**src/rtl/inst_fetch_stage.sv**
```systemverilog
// Instruction fetch stage: owns the PC, issues one-outstanding imem requests and
// fills the IF/ID register, with a one-entry skid buffer for responses caught by a stall.
module inst_fetch_stage #(
    parameter logic [63:0] RESET_PC  = 64'h0,
    parameter logic [31:0] NOP_INSTR = 32'h0000_0013
) (
    input  logic        clk,
    input  logic        reset,
    input  logic        stall,
    input  logic        redirect,
    input  logic [63:0] redirect_pc,
    output logic        imem_req,
    output logic [63:0] imem_addr,
    input  logic        imem_rvalid,
    input  logic [31:0] imem_rdata,
    output logic        if_id_valid,
    output logic [31:0] if_id_instruction,
    output logic [63:0] if_id_pc
);

    typedef enum logic [1:0] {
        S_IDLE,
        S_WAIT,
        S_DISCARD
    } state_t;

    state_t      state;
    state_t      state_next;
    logic [63:0] pc;
    logic [63:0] req_pc;
    logic        pend_valid;
    logic [31:0] pend_instr;
    logic [63:0] pend_pc;
    logic        accept;

    // A response only counts if it answers a live request and no redirect kills it.
    assign accept    = (state == S_WAIT) && imem_rvalid && !redirect;
    assign imem_addr = pc;

    always_ff @(posedge clk) begin
        if (reset) begin
            state <= S_IDLE;
        end else begin
            state <= state_next;
        end
    end

    // NOTE: every output of a combinational block gets a default first so no path leaves it unassigned (no latch).
    always_comb begin
        imem_req   = 1'b0;
        state_next = state;
        if (!reset && !redirect && !pend_valid) begin
            imem_req = (state == S_IDLE) ||
                       ((state == S_WAIT) && imem_rvalid && !stall);
        end
        unique case (state)
            S_IDLE: begin
                if (imem_req) state_next = S_WAIT;
            end
            S_WAIT: begin
                if (redirect) begin
                    state_next = imem_rvalid ? S_IDLE : S_DISCARD;
                end else if (imem_rvalid) begin
                    state_next = imem_req ? S_WAIT : S_IDLE;
                end
            end
            S_DISCARD: begin
                if (imem_rvalid) state_next = S_IDLE;
            end
            default: state_next = S_IDLE;
        endcase
    end

    // NOTE: state registers use non-blocking assignments so all flops update together at the edge.
    always_ff @(posedge clk) begin
        if (reset) begin
            pc     <= RESET_PC;
            req_pc <= RESET_PC;
        end else if (redirect) begin
            pc <= redirect_pc;
        end else if (imem_req) begin
            req_pc <= pc;
            pc     <= pc + 64'd4;
        end
    end

    always_ff @(posedge clk) begin
        if (reset) begin
            pend_valid <= 1'b0;
            pend_instr <= NOP_INSTR;
            pend_pc    <= 64'h0;
        end else if (redirect) begin
            pend_valid <= 1'b0;
        end else if (!stall) begin
            pend_valid <= 1'b0;
        end else if (accept) begin
            // Requests are blocked while pend is full, so this never overwrites a live entry.
            pend_valid <= 1'b1;
            pend_instr <= imem_rdata;
            pend_pc    <= req_pc;
        end
    end

    always_ff @(posedge clk) begin
        if (reset) begin
            if_id_valid       <= 1'b0;
            if_id_instruction <= NOP_INSTR;
            if_id_pc          <= 64'h0;
        end else if (redirect) begin
            if_id_valid       <= 1'b0;
            if_id_instruction <= NOP_INSTR;
        end else if (!stall) begin
            if (pend_valid) begin
                if_id_valid       <= 1'b1;
                if_id_instruction <= pend_instr;
                if_id_pc          <= pend_pc;
            end else if (accept) begin
                if_id_valid       <= 1'b1;
                if_id_instruction <= imem_rdata;
                if_id_pc          <= req_pc;
            end else begin
                if_id_valid       <= 1'b0;
                if_id_instruction <= NOP_INSTR;
            end
        end
    end

endmodule

```
**config.mk**
```make
export PLATFORM = sky130hd
export DESIGN_NAME = inst_fetch_stage
export DESIGN_NICKNAME = d
export VERILOG_FILES = /design/src/rtl/inst_fetch_stage.sv
export SDC_FILE = /design/constraint.sdc
export NUM_CORES = 1
export LEC_CHECK = 0
export ABC_CLOCK_PERIOD_IN_PS = 2700
export BUFFER_PORTS_ARGS = -buffer_cell sky130_fd_sc_hd__clkbuf_2
export CAP_MARGIN = 5
export CORE_MARGIN = 2
export CORE_UTILIZATION = 45
export DETAILED_ROUTE_END_ITERATION = 7
export PLACE_DENSITY_LB_ADDON = 0.05
export RECOVER_POWER = 100
export SLEW_MARGIN = 10
export SYNTH_ARGS = -nofsm -noshare
export SYNTH_HDL_FRONTEND = slang
export SYNTH_SLANG_ARGS = --single-unit
export TNS_END_PERCENT = 1
```
**constraint.sdc**
```tcl
create_clock -name clk -period 2.7 [get_ports clk]
set_input_delay 0.675 -clock clk [delete_from_list [all_inputs] [get_ports clk]]
set_output_delay 0.675 -clock clk [all_outputs]
set_load 0.05 [all_outputs]
```
==> results of run 1 <==
[flip-flops by register name, indices dropped and copies added, names as in the netlist]
signal,cells
if_id_instruction,32
if_id_pc,64
if_id_valid,1
imem_addr,64
pend_instr,32
pend_pc,64
pend_valid,1
req_pc,64
state,2
[per-layer routing]
metal | part of all wire, % | GRT usage (%) | up-vias | wire length (µm)
met2 | 43 | 37.0 | 452 | 17800
met1 | 48 | 38.9 | 5995 | 20200
met3 | 6.5 | 3.43 | 74 | 2710
li1 | - | - | 6321 | -
met5 | 0 | 0 | - | 0
met4 | 2.6 | 7.69 | 0 | 1070
[cell type report]
| type | instances | area share (%) |
|---|---|---|
| Multi-Input combinational cell | 1206 | 40.5 |
| Sequential cell | 324 | 39.2 |
| Timing Repair Buffer | 324 | 9.82 |
| Clock buffer | 49 | 6.30 |
| Tap cell | 390 | 2.95 |
| Clock inverter | 12 | 0.878 |
| Inverter | 12 | 0.273 |
[placed cells by master, fill, tap and decap left out, types with 7 or more instances in the layout]
| cell type | Yosys | final |
|---|---|---|
| clkbuf_8 | 0 | 7 |
| nor3_1 | 15 | 13 |
| nand3_1 | 32 | 34 |
| clkbuf_16 | 0 | 37 |
| nor2_1 | 111 | 110 |
| mux2i_1 | 96 | 96 |
| or3_1 | 24 | 24 |
| clkbuf_2 | 0 | 103 |
| buf_4 | 0 | 44 |
| clkbuf_1 | 105 | 174 |
| nand4_1 | 28 | 28 |
| xnor2_1 | 8 | 8 |
| a211oi_1 | 72 | 72 |
| a21oi_1 | 186 | 186 |
| a311oi_1 | 12 | 12 |
| dfxtp_1 | 324 | 323 |
| and3_1 | 9 | 8 |
| or4_1 | 14 | 16 |
| nor4_1 | 11 | 12 |
| o211ai_1 | 11 | 11 |
| o21ai_0 | 42 | 43 |
| a31oi_1 | 14 | 14 |
| nand2_1 | 419 | 418 |
| inv_1 | 11 | 10 |
[cell families (layout without fill, tap and decap cells)]
group                    after synthesis  after routing  share of synthesized area (%)
AND/OR/NAND/NOR                      704            704                           23.1
adder cells (fa/ha/maj)                1              1                         0.0914
flip-flops                           324            324                           47.4
XOR/XNOR                              14             14                          0.896
multiplexers                         102            102                           7.51
buffers and inverters                134            397                           3.73
AO/OA/AOI/OAI                        385            385                           17.3
[cell usage after synthesis, types with 4 or more instances]
cell | number | area, µm²
a21oi_1 | 186 | 931
nor3_1 | 15 | 75.1
nor4_1 | 11 | 68.8
o31ai_1 | 5 | 37.5
and3_1 | 9 | 56.3
xnor2_1 | 8 | 70.1
a311oi_1 | 12 | 105
and2_1 | 6 | 37.5
o311ai_0 | 4 | 35.0
a2111oi_0 | 6 | 52.6
nand2_1 | 419 | 1570
a211oi_1 | 72 | 541
clkbuf_1 | 105 | 394
nand3_1 | 32 | 160
nand4_1 | 28 | 175
xor2_1 | 6 | 52.6
buf_1 | 11 | 41.3
buf_2 | 6 | 30.0
mux2_2 | 6 | 67.6
o21ai_0 | 42 | 210
o31a_1 | 6 | 52.6
or4_1 | 14 | 105
dfxtp_1 | 324 | 6490
mux2i_1 | 96 | 961
or3_1 | 24 | 150
or2_2 | 4 | 25.0
inv_1 | 11 | 41.3
a31oi_1 | 14 | 87.6
nor2_1 | 111 | 417
o211ai_1 | 11 | 82.6
[power groups by stage]
stage / logic, mW / registers, mW / clock network [mW]
after floorplan: 0.389 / 5.42 / 0
after global placement: 1.07 / 5.15 / 0
after detailed placement: 1.08 / 5.15 / 0
after CTS: 1.08 / 5.04 / 5.03
after global routing: 1.13 / 5.06 / 5.22
final: 1.05 / 5.05 / 4.94
[final timing paths]
path	slack [ps]	end	cells after the start
worst max-delay path	130	imem_req	4
worst min-delay path	390	imem_addr[24]	3
worst max register to register	160	imem_addr[63]	6
worst min register to register	440	if_id_valid	2
[critical path: stages, from the launching register on]
cell and delay [ps]:
dfxtp_1 340, nor2_1 280, o211ai_1 190, inv_2 230, clkbuf_2 340
==> impl_metrics.json, run 1 <==
{
  "seq_power_share_pct": 45.7,
  "place_ws_ps": 104,
  "ctsRootBufferMaster": "clkbuf_16",
  "synth_area_um2": 13700,
  "rsz0062_at_grt": "false",
  "worstPathMaxFanout": 8,
  "wirelength_um": 41900,
  "rows": 63,
  "status": "finished, violations left",
  "clk_latency_ps": 520,
  "fin_skew_ps": 22.2,
  "synth_top_flop_cell": "dfxtp_1",
  "dieHeight_um": 178,
  "track_usage_pct": 25.5,
  "pwr-share-comb_pct": 9.5,
  "grt_pass1_vias": 11300,
  "die_w_um": 178,
  "hpwl_um": 28100,
  "finalSetupViolations": 0,
  "startpoint": "state[1]",
  "fill_cells": 2893,
  "cts_resized": 0,
  "clkSlewWorstSetupHoldPaths_ps": 60,
  "finalInstanceArea_um2": 16500,
  "start_kind": "flop",
  "antenna_found_initial": 0,
  "cts_buffers": 36,
  "port_buffers": 262,
  "seq_area_um2": 6490,
  "cts_tree": "built",
  "cts_sinks": 324,
  "ios": 263,
  "cap_viol_max_count": 1,
  "grt_max_degree": 218,
  "via_count": 12800,
  "internal-power_mw": 8.17,
  "syn-num-nets": 1766,
  "clk_path_buf_depth": 3,
  "crit_required_ps": 2030,
  "ys_seq_area_share_pct": 47.4,
  "finalPower_mw": 11.0,
  "min-delay-start": "redirect_pc[24]",
  "async_reset_ff_share_pct": 0,
  "postCtsHoldBufs": 0,
  "switching_power_mw": 2.87,
  "syn_to_final_growth_pct": 20.7,
  "dieArea_um2": 31800,
  "ir_drop_mv": 0.396,
  "dr.pass1.iters": 8,
  "switching_share_pct": 26.0,
  "ys_ff_latch": 324,
  "grt_pass1_wl_um": 64400,
  "tightest_slew_ps": 1740,
  "synth_warnings": 0,
  "synth_edf_count": 0,
  "whs_ps": 387,
  "place.gp.congestion": 0.914,
  "grt_overflow": 0,
  "fin_crit_ps": 2570,
  "via_per_inst": 5.54,
  "drc": 2,
  "timing.final.hold_violations": 0,
  "drv_slew": 218,
  "cts_htree_levels": 2,
  "multi_input_area_um2": 6700,
  "violations": "DRC, capacitance limit, slew limit",
  "slew_headroom_pct": -15.9,
  "critical_path_class": "reg -> out",
  "diodes": 0,
  "worstPathArrival_ps": 1890,
  "design.core.area_um2": 29800,
  "drtIter0Drc": 1138,
  "powerDensity_nw_per_um2": 668,
  "power_leakage_nw": 5.43,
  "fin_crit_sh_pct": 95.1,
  "pwr-share-clk_pct": 44.8,
  "timing.fmax_mhz": 389,
  "syn_inst": 1664,
  "finalSetupTns_ps": 0,
  "cts_setup_buffers": 0,
  "drt.antenna.violating_nets": 0,
  "fin_cells": 2317,
  "start_util_pct": 45.9,
  "wl_per_cell_um": 18.1,
  "layout-drive-gt1-share_pct": 12.5,
  "rr_startpoint": "imem_addr[34]",
  "setup_slack_ps": 131,
  "dp.cells": 2256,
  "ys_types": 65,
  "postLayoutCoreUtil_pct": 55.5,
  "avgSynthCellArea_um2": 8.23,
  "nets": 2006,
  "place_area_um2": 15600,
  "cp-end-kind": "primary output",
  "hold_path.class": "in -> reg"
}
Note: power is estimated with default switching activity, not from simulation.
==> run 2: changes to the inputs <==
CELL_PAD_IN_SITES_DETAIL_PLACEMENT = 0   (was default)
CELL_PAD_IN_SITES_GLOBAL_PLACEMENT = 1   (was default)
CORE_UTILIZATION = 41   (was 45)
==> run 2 against run 1 <==
- the flow now finishes without violations
- worst hold slack got worse by 4.1 ps
- register-to-register slack hardly changed
- count of clock-buffer cells in the layout increased by 2
- sequential share of layout area decreased by 0.40 points
- flip-flop and latch count unchanged
- first-iteration DRC count down 18%
- critical path type unchanged
- largest power group unchanged
==> impl_metrics.json, run 2 (synthesized netlist as in run 1, its figures left out) <==
{
  "seq_area_um2": 6490,
  "setup.worst_path.end": "imem_req",
  "port_buffers": 262,
  "drt.antenna.violating_nets": 0,
  "hold_depth": 2,
  "drv_slew": 0,
  "rows": 66,
  "fin_crit_ps": 2600,
  "postLayoutCoreUtil_pct": 51.1,
  "critical_path_class": "reg -> out",
  "dieArea_um2": 34900,
  "powerDensity_nw_per_um2": 666,
  "nets": 2020,
  "clk_path_buf_depth": 3,
  "design.core.area_um2": 32700,
  "finalSetupViolations": 0,
  "wl_per_cell_um": 18.0,
  "place.gp.congestion": 0.906,
  "start_util_pct": 41.9,
  "worstPathMaxFanout": 12,
  "drtIter0Drc": 936,
  "dr.pass1.iters": 5,
  "fin_cells": 2385,
  "fill_cells": 3343,
  "ctsRootBufferMaster": "clkbuf_16",
  "grt_max_degree": 118,
  "setup_slack_ps": 96.1,
  "r2r_slack_ps": 170,
  "rsz0062_at_grt": "false",
  "rr_endpoint": "imem_addr[37]",
  "finalSetupTns_ps": 0,
  "cap_viol_max_count": 0,
  "cts_setup_buffers": 0,
  "hpwl_um": 29800,
  "multi_input_area_um2": 6670,
  "syn_to_final_growth_pct": 22.0,
  "cts_htree_levels": 2,
  "ir_drop_mv": 0.401,
  "drc": 0,
  "cts_tree": "built",
  "fin_skew_ps": 12.3,
  "rr_startpoint": "imem_addr[5]",
  "ios": 263,
  "timing.final.hold_violations": 0,
  "layout-drive-gt1-share_pct": 12.9,
  "via_count": 12900,
  "slew_headroom_pct": 2.29,
  "status": "finished clean",
  "start_kind": "flop",
  "grt_overflow": 0,
  "wirelength_um": 43000,
  "cts_sinks": 324,
  "via_per_inst": 5.41,
  "clkSlewWorstSetupHoldPaths_ps": 60,
  "crit_required_ps": 2030,
  "ff2ff_path_depth": 5,
  "final_common_cell": "nand2_1",
  "cp-end-kind": "primary output",
  "tightest_slew_ps": 1470,
  "dp.cells": 2321,
  "hold_path.class": "in -> reg",
  "track_usage_pct": 23.6,
  "final_cell_mix": "418 x nand2_1, 323 x dfxtp_1, 186 x a21oi_1",
  "power_leakage_nw": 5.47,
  "antenna_found_initial": 0,
  "clk_latency_ps": 520,
  "cts_buffers": 37,
  "timing.fmax_mhz": 384,
  "startpoint": "pend_valid",
  "fin_crit_sh_pct": 96.4,
  "grt_pass1_wl_um": 67000,
  "finalPower_mw": 11.1,
  "worstPathArrival_ps": 1930,
  "diodes": 0,
  "grt_pass1_vias": 11800,
  "die_w_um": 187,
  "place_ws_ps": 37.3,
  "dieHeight_um": 187
}
==> run 2: timing repair <==
| action | CTS | global route |
|---|---|---|
| resized for setup | 0 | 1 |
| endpoints found under the hold margin | 0 | 0 |
| endpoints found under the setup margin | 0 | 1 |
| hold buffers | 0 | 0 |
==> run 2: metal layers <==
metal	global-route usage (%)	vias up	part of all wire, %
met5	0	-	0
met3	4.23	56	7.0
li1	-	6373	-
met1	35.1	6029	48
met4	5.59	0	1.7
met2	35.4	447	43
==> run 2: area by class of cell <==
type,count,share of cell area [%]
Clock buffer,51,6.35
Clock inverter,13,0.922
Inverter,12,0.270
Multi-Input combinational cell,1206,40.0
Sequential cell,324,38.9
Tap cell,442,3.31
Timing Repair Buffer,337,10.3
==> run 2: worst max-delay path, stage by stage, from the launching register on <==
cell and delay [ps]:
dfxtp_1 340, nor2_1 320, o211ai_1 210, inv_2 310
buf_6 220
==> run 2: metrics by stage <==
| step | area [µm²] | hold slack [ps] |
|---|---|---|
| after global placement | 15800 | 430 |
| after global routing | 16700 | 386 |
| after CTS | 17000 | 361 |
| after detailed placement | 15800 | 433 |
| final | 16700 | 383 |
| after floorplan | 13700 | 432 |
==> run 2: worst min-delay path by stage <==
| stage | startpoint | endpoint | slack (ps) |
|---|---|---|---|
| after floorplan | pend_instr[0] | pend_instr[0] | 430 |
| after global placement | if_id_valid | if_id_valid | 430 |
| after detailed placement | if_id_valid | if_id_valid | 430 |
| after CTS | imem_rvalid | state[1] | 360 |
| after global routing | imem_rvalid | state[1] | 390 |
| final | imem_rvalid | state[1] | 380 |
==> run 2: power by group <==
| group | internal (mW) | switching (mW) |
|---|---|---|
| clock | 3.03 | 1.97 |
| combinational | 0.288 | 0.779 |
| sequential | 4.90 | 0.143 |
==> run 3: changes to the inputs <==
CORE_MARGIN = default   (was 2)
RECOVER_POWER = default   (was 100)
==> run 3 against run 2 <==
- die area down 2.1%
- clock skew about the same
- via count down 0.89%
- worst setup slack better by 120 ps
- final cell count down 0.38%
- design area up 1.4%
- fmax up 4.8%
- register-to-register slack better by 50 ps
- clock power down 3%
- sequential power about the same
==> impl_metrics.json, run 3 (synthesized netlist as in run 1, its figures left out) <==
{
  "switching_share_pct": 26.4,
  "rr_endpoint": "imem_addr[62]",
  "syn_to_final_growth_pct": 23.7,
  "grt_pass1_vias": 11600,
  "crit_required_ps": 3110,
  "drt.antenna.violating_nets": 0,
  "grt_overflow": 0,
  "grt_max_degree": 167,
  "switching_power_mw": 2.90,
  "diodes": 0,
  "status": "finished clean",
  "track_usage_pct": 24.2,
  "ctsRootBufferMaster": "clkbuf_16",
  "hpwl_um": 28600,
  "final_common_cell": "nand2_1",
  "fin_crit_sh_pct": 92.0,
  "cts_htree_levels": 2,
  "rows": 66,
  "worstPathArrival_ps": 2890,
  "postLayoutCoreUtil_pct": 51.8,
  "die_w_um": 185,
  "finalSetupViolations": 0,
  "cts_sinks": 324,
  "fin_skew_ps": 12.4,
  "setup.worst_path.end": "imem_addr[62]",
  "seq_power_share_pct": 45.9,
  "rsz0062_at_grt": "false",
  "timing.final.hold_violations": 0,
  "critical_path_class": "reg -> reg",
  "start_kind": "flop",
  "slew_headroom_pct": 38.0,
  "startpoint": "imem_addr[2]",
  "dp.cells": 2312,
  "cts_resized": 0,
  "cap_viol_max_count": 0,
  "wirelength_um": 42100,
  "cts_setup_buffers": 0,
  "grt_pass1_wl_um": 65100,
  "final_cell_mix": "418 x nand2_1, 323 x dfxtp_1, 260 x clkbuf_2",
  "timing.fmax_mhz": 403,
  "postCtsHoldBufs": 0,
  "ios": 263,
  "cp-end-kind": "flop",
  "rr_startpoint": "imem_addr[2]",
  "pwr-share-clk_pct": 44.1,
  "via_count": 12800,
  "finalSetupTns_ps": 0,
  "fin_cells": 2376,
  "dieArea_um2": 34100,
  "antenna_found_initial": 0,
  "clk_latency_ps": 510,
  "clkSlewWorstSetupHoldPaths_ps": 60,
  "ff2ff_path_depth": 6,
  "tightest_slew_ps": 931,
  "design.core.area_um2": 32700,
  "clk_path_buf_depth": 3,
  "nets": 2011,
  "r2r_slack_ps": 220,
  "hold_path.class": "in -> reg",
  "pwr-share-comb_pct": 10.0,
  "ir_drop_mv": 0.426,
  "place.gp.congestion": 0.902,
  "dr.pass1.iters": 5,
  "power_leakage_nw": 6.04,
  "via_per_inst": 5.38,
  "wl_per_cell_um": 17.7,
  "worstPathMaxFanout": 5,
  "whs_ps": 384,
  "layout-drive-gt1-share_pct": 21.7,
  "cts_tree": "built",
  "drtIter0Drc": 1027,
  "start_util_pct": 41.9,
  "dieHeight_um": 185,
  "drc": 0,
  "port_buffers": 262,
  "internal-power_mw": 8.09,
  "cts_buffers": 37,
  "drv_slew": 0,
  "powerDensity_nw_per_um2": 649,
  "fin_crit_ps": 2480
}
[run 3: critical path, stage by stage, from the launching register on]
cell	delay, ps
dfxtp_1	360
ha_1	240
nand4_1	270
nor2_1	550
nand3_1	170
or4_1	500
a311oi_1	280
[run 3: worst min-delay path by stage]
| stage | from | endpoint | slack [ps] | depth (start not counted) |
|---|---|---|---|---|
| 2_1_floorplan | pend_instr[0] | pend_instr[0] | 430 | 2 |
| 6_report | imem_rvalid | state[1] | 380 | 2 |
| 3_5_place_dp | if_id_valid | if_id_valid | 440 | 2 |
| 4_1_cts | imem_rvalid | state[1] | 370 | 2 |
| 5_1_grt | imem_rvalid | state[1] | 380 | 2 |
| 3_3_place_gp | if_id_valid | if_id_valid | 430 | 2 |
[run 3: layout make-up]
type / count / area (µm²)
Inverter: 12 / 45.0
Multi-Input combinational cell: 1206 / 6720
Clock buffer: 50 / 1070
Tap cell: 442 / 553
Timing Repair Buffer: 328 / 1960
Clock inverter: 14 / 106
Sequential cell: 324 / 6490
Fill cell: 3251 / 15800
[run 3: power groups by stage]
stage	Sequential, mW	Clock [mW]	Combinational, mW
3_5_place_dp	5.15	0	1.09
6_report	5.05	4.85	1.09
3_3_place_gp	5.15	0	1.09
2_1_floorplan	5.42	0	0.389
4_1_cts	5.04	4.97	1.10
5_1_grt	5.06	5.16	1.17
[run 3: per-stage QoR]
stage | total power [mW] | setup slack [ps] | area (µm²)
6_report | 11.0 | 216 | 16900
2_1_floorplan | 5.81 | 116 | 13700
5_1_grt | 11.4 | 67.9 | 16900
3_3_place_gp | 6.24 | 212 | 15800
3_5_place_dp | 6.25 | 169 | 15800
4_1_cts | 11.1 | 215 | 16900
[run 3: per-layer routing]
metal,wire [µm],GRT usage [%]
met5,0,0
met4,831,6.38
met3,2900,4.35
met2,18000,36.1
met1,20400,35.6
